### config.mk
export PLATFORM = sky130hd
export DESIGN_NAME = tag_tx_ctrl_anc
export DESIGN_NICKNAME = d
export VERILOG_FILES = /design/src/rtl/tag_sync_pkg.sv /design/src/rtl/tag_tx_gpio_if.sv /design/src/rtl/tag_tx_ctrl_anc.sv
export SDC_FILE = /design/constraint.sdc
export NUM_CORES = 1
export LEC_CHECK = 0
export CAP_MARGIN = 20
export CORE_MARGIN = 5
export CORE_UTILIZATION = 30
export CTS_CLUSTER_DIAMETER = 40
export DETAILED_ROUTE_END_ITERATION = 8
export GPL_ROUTABILITY_DRIVEN = 0
export GPL_TIMING_DRIVEN = 0
export RECOVER_POWER = 50
export SETUP_SLACK_MARGIN = 0.05
export SYNTH_ARGS = -nofsm -noshare
export SYNTH_HDL_FRONTEND = slang
export SYNTH_SLANG_ARGS = --single-unit
export TNS_END_PERCENT = 100
### constraint.sdc
create_clock -name clk -period 3.11 [get_ports clk]
set_clock_uncertainty 0.1 [all_clocks]
set_input_delay 0.7775 -clock clk [delete_from_list [all_inputs] [get_ports clk]]
set_output_delay 0.7775 -clock clk [all_outputs]
set_load 0.05 [all_outputs]
### src/rtl/tag_sync_pkg.sv
// tag_sync_pkg: shared state codes, GPIO masks and phase-length helpers for the tag hop-sync anchor.
package tag_sync_pkg;
    typedef enum logic [2:0] {
        ST_IDLE      = 3'd0,
        ST_TRIG      = 3'd1,
        ST_WAIT_SYNC = 3'd2,
        ST_LOC_SYNCH = 3'd3,
        ST_HOP_SYNCH = 3'd4,
        ST_HOP_TX    = 3'd5
    } tx_state_e;

    localparam int unsigned GPIO_TAG_SYNC_OUT = 'h001;
    localparam int unsigned GPIO_TAG_RX_OUT   = 'h010;
    localparam int unsigned GPIO_SYNC_TRIG    = 'h004;
    localparam int unsigned GPIO_SCAN         = 'h040;
    localparam int unsigned GPIO_DDR          = 'h044;

    localparam int unsigned LOC_MUL      = 1;
    localparam int unsigned HOP_SCAN_MUL = 1;
    localparam int unsigned HOP_NORM_MUL = 3;
    localparam int unsigned TX_MUL       = 2;
    localparam int unsigned TX_ADD       = 1;

    function automatic int unsigned phase_len(int unsigned mul, int unsigned add, int unsigned n);
        return mul * n + add;
    endfunction
endpackage

### src/rtl/tag_tx_gpio_if.sv
// tag_tx_gpio_if: 2-FF synchronizer and registered rising-edge detect on tag feedback, registered GPIO drive.
import tag_sync_pkg::*;

module tag_tx_gpio_if #(
    parameter int W = 12
) (
    input  logic         clk,
    input  logic         reset,
    input  logic [W-1:0] fp_gpio_in,
    input  logic         trig_d,
    input  logic         scan_d,
    output logic         sync_rise,
    output logic         rx_sync,
    output logic [W-1:0] fp_gpio_out,
    output logic [W-1:0] fp_gpio_ddr
);
    logic [W-1:0] s1_q, s2_q, gpio_d, gpio_q;
    logic         s3_q, rise_d, rise_q, sync_lvl;

    always_comb begin
        sync_lvl = |(s2_q & W'(GPIO_TAG_SYNC_OUT));
        rx_sync  = |(s2_q & W'(GPIO_TAG_RX_OUT));
        rise_d   = sync_lvl & ~s3_q;
        gpio_d   = (trig_d ? W'(GPIO_SYNC_TRIG) : '0) | (scan_d ? W'(GPIO_SCAN) : '0);
    end

    always_ff @(posedge clk) begin
        if (reset) begin
            s1_q   <= '0;
            s2_q   <= '0;
            s3_q   <= 1'b0;
            rise_q <= 1'b0;
            gpio_q <= '0;
        end else begin
            s1_q   <= fp_gpio_in;
            s2_q   <= s1_q;
            s3_q   <= sync_lvl;
            rise_q <= rise_d;
            gpio_q <= gpio_d;
        end
    end

    assign sync_rise   = rise_q;
    assign fp_gpio_out = gpio_q;
    assign fp_gpio_ddr = W'(GPIO_DDR);
endmodule

### src/rtl/tag_tx_ctrl_anc.sv
// tag_tx_ctrl_anc: anchor-side hop-sync controller; triggers the tag, tracks its sync phases, gates TX IQ.
// Define TAG_TX_CTRL_PILOT_EN to transmit a constant I pilot during LOC_SYNCH.
import tag_sync_pkg::*;

module tag_tx_ctrl_anc #(
    parameter int DATA_WIDTH     = 16,
    parameter int GPIO_REG_WIDTH = 12,
    parameter int CNT_WIDTH      = 16,
    parameter int SYNC_SIG_N     = 8192,
    parameter int TRIG_LEN       = 16,
    parameter int TIMEOUT        = 65535,
    parameter int LINK_CHK_OFS   = 64,
    parameter logic signed [DATA_WIDTH-1:0] PILOT_AMP = 16'sd32000
) (
    input  logic                      clk,
    input  logic                      reset,
    input  logic                      start,
    input  logic                      scan_mode,
    input  logic [DATA_WIDTH-1:0]     tx_i_in,
    input  logic [DATA_WIDTH-1:0]     tx_q_in,
    input  logic [GPIO_REG_WIDTH-1:0] fp_gpio_in,
    output logic [GPIO_REG_WIDTH-1:0] fp_gpio_out,
    output logic [GPIO_REG_WIDTH-1:0] fp_gpio_ddr,
    output logic [DATA_WIDTH-1:0]     tx_i_out,
    output logic [DATA_WIDTH-1:0]     tx_q_out,
    output logic                      tx_valid,
    output logic [2:0]                tx_state,
    output logic [CNT_WIDTH-1:0]      counter,
    output logic                      busy,
    output logic                      done,
    output logic                      err_timeout,
    output logic                      err_link
);
`ifdef TAG_TX_CTRL_PILOT_EN
    localparam logic PILOT_EN = 1'b1;
`else
    localparam logic PILOT_EN = 1'b0;
`endif
    localparam logic [CNT_WIDTH-1:0] TRIG_L = CNT_WIDTH'(TRIG_LEN - 1);
    localparam logic [CNT_WIDTH-1:0] TO_L   = CNT_WIDTH'(TIMEOUT - 1);
    localparam logic [CNT_WIDTH-1:0] LOC_L  = CNT_WIDTH'(phase_len(LOC_MUL, 0, SYNC_SIG_N) - 1);
    localparam logic [CNT_WIDTH-1:0] HOPS_L = CNT_WIDTH'(phase_len(HOP_SCAN_MUL, 0, SYNC_SIG_N) - 1);
    localparam logic [CNT_WIDTH-1:0] HOPN_L = CNT_WIDTH'(phase_len(HOP_NORM_MUL, 0, SYNC_SIG_N) - 1);
    localparam logic [CNT_WIDTH-1:0] TX_L   = CNT_WIDTH'(phase_len(TX_MUL, TX_ADD, SYNC_SIG_N) - 1);
    // HOP_TX counts down from TX_L, so count-up index LINK_CHK_OFS maps to this counter value
    localparam logic [CNT_WIDTH-1:0] LINK_C = TX_L - CNT_WIDTH'(LINK_CHK_OFS);

    tx_state_e             state_q, state_d;
    logic [CNT_WIDTH-1:0]  cnt_q, cnt_d;
    logic                  scan_q, scan_d, err_to_q, err_to_d, err_link_q, err_link_d;
    logic [DATA_WIDTH-1:0] tx_i_q, tx_i_d, tx_q_q, tx_q_d;
    logic                  tx_valid_q, tx_valid_d, last, sync_rise, rx_sync, hop_tx_d, pilot_d;

    always_comb begin
        last       = cnt_q == '0;
        state_d    = state_q;
        cnt_d      = last ? cnt_q : cnt_q - CNT_WIDTH'(1);
        scan_d     = scan_q;
        err_to_d   = err_to_q;
        err_link_d = err_link_q;
        case (state_q)
            ST_IDLE: if (start) begin
                state_d    = ST_TRIG;
                cnt_d      = TRIG_L;
                scan_d     = scan_mode;
                err_to_d   = 1'b0;
                err_link_d = 1'b0;
            end
            ST_TRIG: if (last) begin
                state_d = ST_WAIT_SYNC;
                cnt_d   = TO_L;
            end
            ST_WAIT_SYNC: if (sync_rise) begin
                state_d = ST_LOC_SYNCH;
                cnt_d   = LOC_L;
            end else if (last) begin
                state_d  = ST_IDLE;
                err_to_d = 1'b1;
            end
            ST_LOC_SYNCH: if (last) begin
                state_d = ST_HOP_SYNCH;
                cnt_d   = scan_q ? HOPS_L : HOPN_L;
            end
            ST_HOP_SYNCH: if (last) begin
                state_d = ST_HOP_TX;
                cnt_d   = TX_L;
            end
            ST_HOP_TX: begin
                if (cnt_q == LINK_C && !rx_sync) err_link_d = 1'b1;
                if (last) state_d = ST_IDLE;
            end
            default: begin
                state_d = ST_IDLE;
                cnt_d   = '0;
            end
        endcase
        hop_tx_d   = state_d == ST_HOP_TX;
        pilot_d    = PILOT_EN && state_d == ST_LOC_SYNCH;
        tx_valid_d = hop_tx_d | pilot_d;
        tx_i_d     = hop_tx_d ? tx_i_in : (pilot_d ? PILOT_AMP : '0);
        tx_q_d     = hop_tx_d ? tx_q_in : '0;
    end

    always_ff @(posedge clk) begin
        if (reset) begin
            state_q    <= ST_IDLE;
            cnt_q      <= '0;
            scan_q     <= 1'b0;
            err_to_q   <= 1'b0;
            err_link_q <= 1'b0;
            tx_i_q     <= '0;
            tx_q_q     <= '0;
            tx_valid_q <= 1'b0;
        end else begin
            state_q    <= state_d;
            cnt_q      <= cnt_d;
            scan_q     <= scan_d;
            err_to_q   <= err_to_d;
            err_link_q <= err_link_d;
            tx_i_q     <= tx_i_d;
            tx_q_q     <= tx_q_d;
            tx_valid_q <= tx_valid_d;
        end
    end

    tag_tx_gpio_if #(.W(GPIO_REG_WIDTH)) u_gpio (
        .clk        (clk),
        .reset      (reset),
        .fp_gpio_in (fp_gpio_in),
        .trig_d     (state_d == ST_TRIG),
        .scan_d     (state_d != ST_IDLE && scan_d),
        .sync_rise  (sync_rise),
        .rx_sync    (rx_sync),
        .fp_gpio_out(fp_gpio_out),
        .fp_gpio_ddr(fp_gpio_ddr)
    );

    assign tx_i_out    = tx_i_q;
    assign tx_q_out    = tx_q_q;
    assign tx_valid    = tx_valid_q;
    assign tx_state    = state_q;
    assign counter     = cnt_q;
    assign busy        = state_q != ST_IDLE;
    assign done        = state_q == ST_HOP_TX && last;
    assign err_timeout = err_to_q;
    assign err_link    = err_link_q;
endmodule

==> qor.yml <==
setup_path:
  max_stage_delay_ns: 0.50
  rr_worst_depth: 9
  cp_max_fo: 2
  cp_cell_sequence: "inv_4 -> ha_4 -> or4b_4 -> clkbuf_16 -> or4_4 -> nor2_4 -> buf_8"
  setup.worst_path.end_class: "output pin"
  cp_top_family: "simple AND/OR/NAND/NOR gates"
  required_ns: 2.23
  slowest_stage: "or4_4"
  cp_num_cells: 7
  crit_type: "register to output pin"
  arrival_ns: 2.34
  cp_num_buf_inv: 3
  start_kind: "register"
drt:
  drt_iter0_markers: 114
  drc: 0
  vias: 2544
  vias_per_cell: 4.59
  drt_pre_antenna_iters: 4
  routed_wl_um: 7870
  wl_per_cell_um: 14.2
  final_antenna_net_count: 0
timing:
  finalHoldViolations: 0
  rsz0062_at_grt: "true"
  fmax_mhz: 311
  holdWs_ns: 0.286
  slew_violations: 0
  post-route-period-util_pct: 103
  period_needed_ns: 3.21
  worstMarginPinSlew_ns: 0.911
  finalWorstSetupSlack_ns: -0.104
  relSlewSlack_pct: 38.8
  setup_viol: 1
layout:
  antenna_cells: 0
  areaGrowthSynthToFinish_pct: 53.6
  final_cell_mix: "clkdlybuf4s50_1 (92), dfxtp_1 (60), and2_1 (32), buf_4 (29), conb_1 (22)"
  nets: 489
  nFillCells: 913
  fin_util_pct: 46.9
  mostFrequentLayoutCell: "clkdlybuf4s50_1"
  drive_above_1_share_pct: 15.1
floorplan:
  rows: 35
  coreArea_mm2: 0.00915
  ios: 128
  die_w_um: 107
  dieArea_mm2: 0.0113
  start_util_pct: 30.5
  die_y_um: 107
synth:
  synth_adder_area_share_pct: 1.70
  synth-edff-count: 0
  synthesis.instances: 306
  synth.area.mux_share_pct: 1.79
  syn-cell-area_mm2: 0.00280
  synth_cell_types: 51
  synth_compound_area_share_pct: 13.7
  synth-seq-cells: 63
  synth_top_family_by_area: "simple AND/OR/NAND/NOR gates"
  synth_xor_area_share_pct: 0.627
  ys_warn_count: 0
  yosys.area_share.simple_pct: 26.8
  async_reset_ff_share_pct: 0
  synth.yosys.seq_area_share_pct: 45.1
  avgSynthCellArea_um2: 9.13
  synthFlopType: "dfxtp_1"
global_routing:
  overflow: 0
  grt_usage_pct: 14.1
  grt_max_degree: 14
  grt_pass1_wl_um: 12500
  grt_pass1_vias: 2549
  antenna_found_initial: 0
power:
  finalPower_mw: 4.05
  p_switching_mw: 1.83
  pwr_density_cell_mw_per_mm2: 944
  irDropWorstVdd_uv: 367
  combPwrFrac_pct: 52.7
  power.internal_mw: 2.23
  pwr-share-clk_pct: 20.3
  seq_power_share_pct: 27.0
  p_leak_nw: 1.71
  swShare_pct: 45.1
clock_tree:
  clk_path_buf_depth: 2
  cts_root_buffer: "clkbuf_8"
  cts_tree: "yes"
  cts.hold.buffers_added: 0
  cts_made_buffers: 9
  cts-htree-levels: 3
  clk_pin_slew_worst_paths_ns: 0.08
  clkLatencyLatePin_ns: 0.35
  clock-sinks: 63
placed_design:
  dpl_worst_slack_ns: -0.709
  place_hpwl_um: 5930
  port_buffers: 95
outcome:
  violations: "setup timing"
  status: "complete, but fails checks"
flow_run:
  cap_violations: 0
worst_hold_path:
  min_path_cells: 1
  hp-class: "register to register"
## flip-flops by register name, indices dropped and copies added, names as in the netlist
register / cells
tx_state: 3
u_gpio.s2_q: 2
err_link: 1
u_gpio.fp_gpio_out: 2
err_timeout: 1
scan_q: 1
tx_valid: 1
u_gpio.s1_q: 2
tx_q_out: 16
counter: 16
tx_i_out: 16
u_gpio.s3_q: 1
u_gpio.sync_rise: 1
## per-stage QoR
stage	cells	setup TNS (ns)	area, um2
6_report	554	-0.104	4290
5_1_grt	554	-1.09	4290
4_1_cts	554	-0.168	4310
3_5_place_dp	532	-0.709	3980
3_3_place_gp	532	-0.692	3980
2_1_floorplan	326	0	2890
## layer usage
layer  GRT usage [%]  wire length [um]
met1            15.8              3270
met2            21.3              3290
met3            9.53              1200
met4            4.93               117
met5               0                 0
## synthesized netlist by cell type, types with 2 or more instances
library cell,n,area share (%)
o21ai_0,13,2.3
a2111oi_0,2,0.63
o21bai_1,2,0.54
buf_4,22,5.9
a211oi_1,2,0.54
a311oi_1,5,1.6
o41ai_1,2,0.63
buf_2,2,0.36
dfxtp_1,63,45
inv_1,7,0.94
nor3_1,14,2.5
o21a_1,4,1.1
ha_1,3,1.3
or4_4,2,0.81
a21oi_1,13,2.3
mux2i_1,5,1.8
nand3_1,2,0.36
and2_1,32,7.2
or3_1,5,1.1
nand2_1,11,1.5
nand3b_1,3,0.81
a21o_1,3,0.81
clkbuf_1,12,1.6
nor2_1,21,2.8
or4_1,3,0.81
xnor2_1,2,0.63
buf_6,3,1.2
nand2b_1,6,1.3
conb_1,2,0.27
nor4_1,9,2.0
nor2b_1,11,2.5
## final cells by class
class	count	area (um2)	share of cell area [%]
tap	111	139	3.23
buffer	38	272	6.32
clock buffer	9	124	2.88
sequential	63	1270	29.6
multi-input combinational	217	1350	31.4
clock inverter	7	104	2.42
inverter	7	31.3	0.728
timing repair buffer	102	1010	23.5
## power groups by stage
| stage | logic (mW) | clock network [mW] | registers [mW] |
|---|---|---|---|
| finish | 2.14 | 0.821 | 1.10 |
| global route | 2.29 | 0.879 | 1.12 |
| CTS | 2.15 | 0.846 | 1.09 |
| floorplan | 1.12 | 0 | 1.46 |
| global placement | 1.99 | 0 | 1.11 |
| detailed placement | 2.02 | 0 | 1.11 |
## cell families after synthesis
| logic type | after synthesis |
|---|---|
| buf+inv | 46 |
| xor+xnor | 2 |
| simple gates | 127 |
| other cells | 2 |
| compound gates | 57 |
| flops | 63 |
| fa+ha+maj | 4 |
| mux | 5 |
## repair_timing
| action | in CTS | in global routing |
|---|---|---|
| resized for setup | 22 | 0 |
| endpoints found under the hold margin | 0 | 0 |
| endpoints found under the setup margin | 2 | 2 |
| setup buffers | 6 | 1 |
| pin swaps | 3 | 3 |
## final timing paths
| check | endpoint | from | slack (ns) |
|---|---|---|---|
| worst max-delay path | done | counter[0] | -0.10 |
| worst min-delay path | u_gpio.sync_rise | u_gpio.s3_q | 0.29 |
| worst max register to register | tx_i_out[1] | counter[0] | 0.09 |
| worst min register to register | u_gpio.sync_rise | u_gpio.s3_q | 0.29 |
(Power assumes the default switching activity.)
